**src/rtl/ram_arbiter_pkg.sv**
```systemverilog
// Shared definitions for the two-requester RAM arbiter: requester
// indices used for ownership tracking and the strobe value meaning "read".
package ram_arbiter_pkg;

    typedef enum logic [1:0] {
        REQ_M0   = 2'd0,
        REQ_M1   = 2'd1,
        REQ_NONE = 2'd2
    } req_idx_t;

    localparam logic [3:0] WSTRB_READ = 4'b0000;

    // Map a one-bit winner select onto the requester index.
    function automatic req_idx_t idx_of(input logic sel);
        return sel ? REQ_M1 : REQ_M0;
    endfunction

endpackage

```
**src/rtl/ram_arbiter_rr_arb2.sv**
```systemverilog
// Two-way round-robin grant logic. A caller-supplied hold (locked owner)
// overrides the round-robin choice; otherwise a lone requester wins and a
// tie goes to whichever side was not granted most recently.
module rr_arb2 (
    input  logic       clk,
    input  logic       rst,
    input  logic [1:0] req,
    input  logic       hold_valid,
    input  logic       hold_sel,
    output logic [1:0] gnt
);

    // 1 means m1 was granted last, so m0 is preferred on the next tie.
    logic last_reg;

    // Combinational grant selection; nothing is granted while in reset.
    always_comb begin
        gnt = 2'b00;
        if (!rst) begin
            if (hold_valid) begin
                gnt[hold_sel] = 1'b1;
            end else begin
                case (req)
                    2'b01:   gnt = 2'b01;
                    2'b10:   gnt = 2'b10;
                    2'b11:   gnt = last_reg ? 2'b01 : 2'b10;
                    default: gnt = 2'b00;
                endcase
            end
        end
    end

    // Remember who was granted last on every grant.
    always_ff @(posedge clk) begin
        if (rst) begin
            last_reg <= 1'b1;
        end else if (|gnt) begin
            last_reg <= gnt[1];
        end
    end

endmodule

```
**src/rtl/ram_arbiter.sv**
```systemverilog
// Shares one word RAM between a CPU data port (m0) and a loader/DMA port
// (m1). Round-robin arbitration with bounded locked bursts, a winner-driven
// address/data mux and a one-cycle registered read return per requester.
module ram_arbiter
    import ram_arbiter_pkg::*;
#(
    parameter int ADDR_W    = 15,
    parameter int MAX_BURST = 8
) (
    input  logic              clk,
    input  logic              rst,
    input  logic              m0_req,
    input  logic              m0_lock,
    input  logic [ADDR_W-1:0] m0_addr,
    input  logic [31:0]       m0_wdata,
    input  logic [3:0]        m0_wstrb,
    output logic              m0_gnt,
    output logic              m0_rvalid,
    output logic [31:0]       m0_rdata,
    input  logic              m1_req,
    input  logic              m1_lock,
    input  logic [ADDR_W-1:0] m1_addr,
    input  logic [31:0]       m1_wdata,
    input  logic [3:0]        m1_wstrb,
    output logic              m1_gnt,
    output logic              m1_rvalid,
    output logic [31:0]       m1_rdata,
    output logic [ADDR_W-1:0] ram_addr,
    output logic [31:0]       ram_wdata,
    output logic [3:0]        ram_wenable,
    input  logic [31:0]       ram_rdata
);

    localparam logic [7:0] MAX_CNT = 8'(MAX_BURST);

    logic [1:0]        req_v;
    logic [1:0]        lock_v;
    logic [ADDR_W-1:0] addr_v  [2];
    logic [31:0]       wdata_v [2];
    logic [3:0]        wstrb_v [2];

    assign req_v      = {m1_req, m0_req};
    assign lock_v     = {m1_lock, m0_lock};
    assign addr_v[0]  = m0_addr;
    assign addr_v[1]  = m1_addr;
    assign wdata_v[0] = m0_wdata;
    assign wdata_v[1] = m1_wdata;
    assign wstrb_v[0] = m0_wstrb;
    assign wstrb_v[1] = m1_wstrb;

    req_idx_t          owner_reg, owner_next;
    logic [7:0]        burst_cnt_reg, burst_cnt_next;
    logic [ADDR_W-1:0] ram_addr_reg;
    logic              owner_sel;
    logic              hold_valid;
    logic [1:0]        gnt;
    logic              any_gnt;
    logic              win_sel;
    req_idx_t          win_idx;

    // The locked owner keeps the RAM while it still requests, unless the
    // other side is waiting and the burst has reached its limit.
    assign owner_sel  = (owner_reg == REQ_M1);
    assign hold_valid = (owner_reg != REQ_NONE) && req_v[owner_sel] &&
                        (!req_v[~owner_sel] || (burst_cnt_reg < MAX_CNT));

    rr_arb2 u_rr (
        .clk        (clk),
        .rst        (rst),
        .req        (req_v),
        .hold_valid (hold_valid),
        .hold_sel   (owner_sel),
        .gnt        (gnt)
    );

    assign any_gnt = |gnt;
    assign win_sel = gnt[1];
    assign win_idx = idx_of(win_sel);
    assign m0_gnt  = gnt[0];
    assign m1_gnt  = gnt[1];

    // Address holds its last granted value when idle; writes only on grant.
    assign ram_addr    = any_gnt ? addr_v[win_sel] : ram_addr_reg;
    assign ram_wdata   = wdata_v[win_sel];
    assign ram_wenable = any_gnt ? wstrb_v[win_sel] : 4'b0000;

    // Ownership/burst bookkeeping: a locked grant extends or starts a burst,
    // anything else releases ownership.
    always_comb begin
        owner_next     = REQ_NONE;
        burst_cnt_next = 8'd0;
        if (any_gnt && lock_v[win_sel]) begin
            owner_next = win_idx;
            if (owner_reg == win_idx) begin
                burst_cnt_next = (burst_cnt_reg >= MAX_CNT) ? MAX_CNT
                                                            : burst_cnt_reg + 8'd1;
            end else begin
                burst_cnt_next = 8'd1;
            end
        end
    end

    // Ownership, burst count and held address registers.
    always_ff @(posedge clk) begin
        if (rst) begin
            owner_reg     <= REQ_NONE;
            burst_cnt_reg <= 8'd0;
            ram_addr_reg  <= '0;
        end else begin
            owner_reg     <= owner_next;
            burst_cnt_reg <= burst_cnt_next;
            if (any_gnt) begin
                ram_addr_reg <= addr_v[win_sel];
            end
        end
    end

    logic [1:0]  rvalid_v;
    logic [31:0] rdata_v [2];

    generate
        for (genvar gi = 0; gi < 2; gi++) begin : g_ret
            logic        rvalid_reg;
            logic [31:0] rdata_reg;

            // Capture the RAM word one cycle after a granted read.
            always_ff @(posedge clk) begin
                if (rst) begin
                    rvalid_reg <= 1'b0;
                    rdata_reg  <= 32'h0;
                end else begin
                    rvalid_reg <= gnt[gi] && (wstrb_v[gi] == WSTRB_READ);
                    if (gnt[gi] && (wstrb_v[gi] == WSTRB_READ)) begin
                        rdata_reg <= ram_rdata;
                    end
                end
            end

            assign rvalid_v[gi] = rvalid_reg;
            assign rdata_v[gi]  = rdata_reg;
        end
    endgenerate

    // A return still in flight when reset arrives is never presented.
    assign m0_rvalid = rvalid_v[0] & ~rst;
    assign m1_rvalid = rvalid_v[1] & ~rst;
    assign m0_rdata  = rdata_v[0];
    assign m1_rdata  = rdata_v[1];

endmodule

```
**config.mk**
```make
export PLATFORM = sky130hd
export DESIGN_NAME = ram_arbiter
export DESIGN_NICKNAME = d
export VERILOG_FILES = /design/src/rtl/ram_arbiter_pkg.sv /design/src/rtl/ram_arbiter_rr_arb2.sv /design/src/rtl/ram_arbiter.sv
export SDC_FILE = /design/constraint.sdc
export NUM_CORES = 1
export LEC_CHECK = 0
export ABC_AREA = 1
export CORE_MARGIN = 10
export CORE_UTILIZATION = 37
export DETAILED_ROUTE_END_ITERATION = 6
export PLACE_DENSITY = 0.82
export SETUP_SLACK_MARGIN = 0.4
export SYNTH_ARGS = -nofsm -noshare
export SYNTH_HDL_FRONTEND = slang
export SYNTH_SLANG_ARGS = --single-unit
```
**constraint.sdc**
```tcl
create_clock -name clk -period 2.7 [get_ports clk]
set_input_delay 0.675 -clock clk [delete_from_list [all_inputs] [get_ports clk]]
set_output_delay 0.675 -clock clk [all_outputs]
set_load 0.03 [all_outputs]
```
==> reports/metrics.yaml <==
status: "complete, but fails checks"
violations: "negative setup slack"
port_buffers: 258
rows: 38
grt_max_degree: 65
fmaxAchievable_ghz: 0.348
drc: 0
rsz0062_at_grt: "yes"
clk_path_buf_depth: 2
routed_wl_mm: 21.1
cts_tree: "yes"
synth.most_common_cell: "nand2_1"
vias: 5189
die_h_um: 125
io_pins: 259
ys_top_cells_by_area: "dfxtp_1 46%, nand2_1 24%, nor2_1 7.1%, nand3_1 4.5%, o21ai_1 3.7%"
synth_area_leader_cell: "dfxtp_1"
fin_ws_ns: -0.176
seq_area_frac_synth_pct: 45.5
cp.required_ns: 2.03
core_area_mm2: 0.0108
numCtsBuffers: 9
hold_ws_ns: 0.468
dr.pass1.iters: 6
critPathKind: "register to output port"
relSlewSlack_pct: 59.3
synth_edf_count: 0
p_leak_nw: 4.08
antenna_found_initial: 3
finalCritPeriodShare_pct: 107
hold_viol_final: 0
postRouteAntennaNets: 0
fin_crit_ns: 2.88
nets: 1049
postSynthCellCount: 602
grt_first_pass_wirelength_mm: 29.5
worst_pin_slew_ns: 0.611
synth_warnings: 0
finalClockSkew_ns: 0.0156
track_usage_pct: 23.8
synth-seq-cells: 92
async_flop_share_pct: 0
vias_per_cell: 4.92
hold_class: "register to register"
cts_max_level: 3
syn2layout_area_growth_pct: 118
path_cells: "inv_2, nand2_1, nand3_1, nand2_2, nand2_4, nand2_4, nand3_4, buf_12, nand2_8, clkinv_8, a211oi_4, buf_12"
drt_iter0_drc: 258
synth_cell_types: 30
design_area_mm2: 0.00881
floorplan.die_area_mm2: 0.0155
gp_congestion: 0.984
cap_viol_max_count: 0
slowest_delay_ns: 0.39
avgSynthCellArea_um2: 6.72
multi_input_area_mm2: 0.00279
die_x_um: 125
fill_cells: 662
synth_top_area_share_pct: 45.5
placedInstanceArea_mm2: 0.00773
critPathLaunchType: "register"
clkTransAtPathRegs_ns: 0.10
dp_hpwl_mm: 14.9
worstPathMaxFanout: 7
routedWlPerCell_um: 20.0
cts_root_buffer: "clkbuf_8"
synth_ff_type: "dfxtp_1"
cellPowerDensity_mw_per_mm2: 448
numClockSinks: 92
cp.arrival_ns: 2.20
clkLatencyLatePin_ns: 0.36
start_util_pct: 37.5
overflow: 0
endpoint_kind: "output port"
ff_latch_area_mm2: 0.00185
r2r_slack_ns: 0.59
slew_viol_final: 0
first_global_vias: 4974
slowest_stage: "dfxtp_4"
peakVddDrop_uv: 514
setup_viol: 51
synth_area_mm2: 0.00405
drive_above_1_share_pct: 33.0
netlist_top_cells_count: "264 x nand2_1, 92 x dfxtp_1, 76 x nor2_1, 36 x nand3_1, 30 x o21ai_1"
## path summary, 6_finish.rpt
| kind | from | endpoint | depth (start not counted) |
|---|---|---|---|
| max | owner_reg[0]$_SDFF_PP0_ | ram_wenable[1] | 12 |
| min | m0_rdata[3]$_SDFFE_PP0P_ | m0_rdata[3]$_SDFFE_PP0P_ | 2 |
| max reg2reg | owner_reg[0]$_SDFF_PP0_ | m1_rdata[8]$_SDFFE_PP0P_ | 15 |
| min reg2reg | m0_rdata[3]$_SDFFE_PP0P_ | m0_rdata[3]$_SDFFE_PP0P_ | 2 |
## power by group
group	switching [mW]	total (mW)	leakage [nW]	internal (mW)
Combinational	0.792	1.57	3.23	0.776
Sequential	0.0205	1.42	0.747	1.40
Clock	0.499	0.963	0.105	0.463
## what timing repair did
action / 4_1_cts / 5_1_grt
endpoints found under the setup margin: 91 / 53
buffers inserted: 13 / 10
pin swaps: 27 / 47
gates resized for setup: 74 / 88
hold buffers: 0 / 0
cloned: 4 / 4
## cell usage in the layout (no fill, tap or decap), drive strengths merged
cell             n
nand2          271
clkdlybuf4s50  200
buf            118
dfxtp           92
nor2            77
nand3           39
o21ai           35
inv             26
a21oi           18
clkbuf          12
clkinv           5
conb             4
diode            2
a211oi           2
ha               2
nand3b           1
nor3             1
xnor2            1
nand4            1
nor4             1
o211ai           1
a31oi            1
clkinvlp         1
bufinv           1
bufbuf           1
dlygate4sd2      1
## metal layers
metal / part of all wire, % / GRT usage, % / vias to the layer above
li1: - / - / 2491
met1: 39 / 27.3 / 2439
met2: 50 / 40.8 / 225
met3: 8.8 / 9.28 / 30
met4: 1.7 / 5.41 / 4
met5: 0.13 / 0 / -
## cells by family (layout without fill, tap and decap cells)
| family | Yosys count | count (layout) | synth area share (%) |
|---|---|---|---|
| AND/OR/NAND/NOR | 391 | 391 | 38.9 |
| flip-flops | 92 | 92 | 45.5 |
| buffers and inverters | 58 | 365 | 7.36 |
| AO/OA/AOI/OAI | 57 | 57 | 7.27 |
| adder cells (fa/ha/maj) | 2 | 2 | 0.619 |
| other | 1 | 6 | 0.0927 |
| XOR/XNOR | 1 | 1 | 0.217 |
## layout make-up
class,instances,area share [%]
Timing Repair Buffer,322,41.3
Clock inverter,6,0.809
Inverter,24,1.35
Clock buffer,10,1.56
Multi-Input combinational cell,455,31.7
Timing Repair inverter,3,0.270
Tap cell,140,1.99
Antenna cell,2,0.0568
Sequential cell,92,21.0
## stage by stage
step	TNS [ns]	std cells	total power, mW	setup slack (ns)	utilization, %
finish	-3.78	1054	3.95	-0.176	81.7
global route	-9.45	1053	4.10	-0.273	81.6
CTS	-2.78	1038	3.81	-0.0829	77.4
detailed placement	-30.01	1005	2.72	-0.530	71.6
global placement	-18.02	1005	2.70	-0.412	71.6
floorplan	0	605	2.08	0.213	-
## critical path: cells and delay by family, from the launching register on
| kind | cells | cell delay (ns) |
|---|---|---|
| and+or+nand+nor | 7 | 0.68 |
| AOI/OAI and AO/OA | 1 | 0.28 |
| DFF | 1 | 0.39 |
| buffers and inverters | 4 | 0.48 |
No activity file was read; power rests on OpenSTA's default activity.
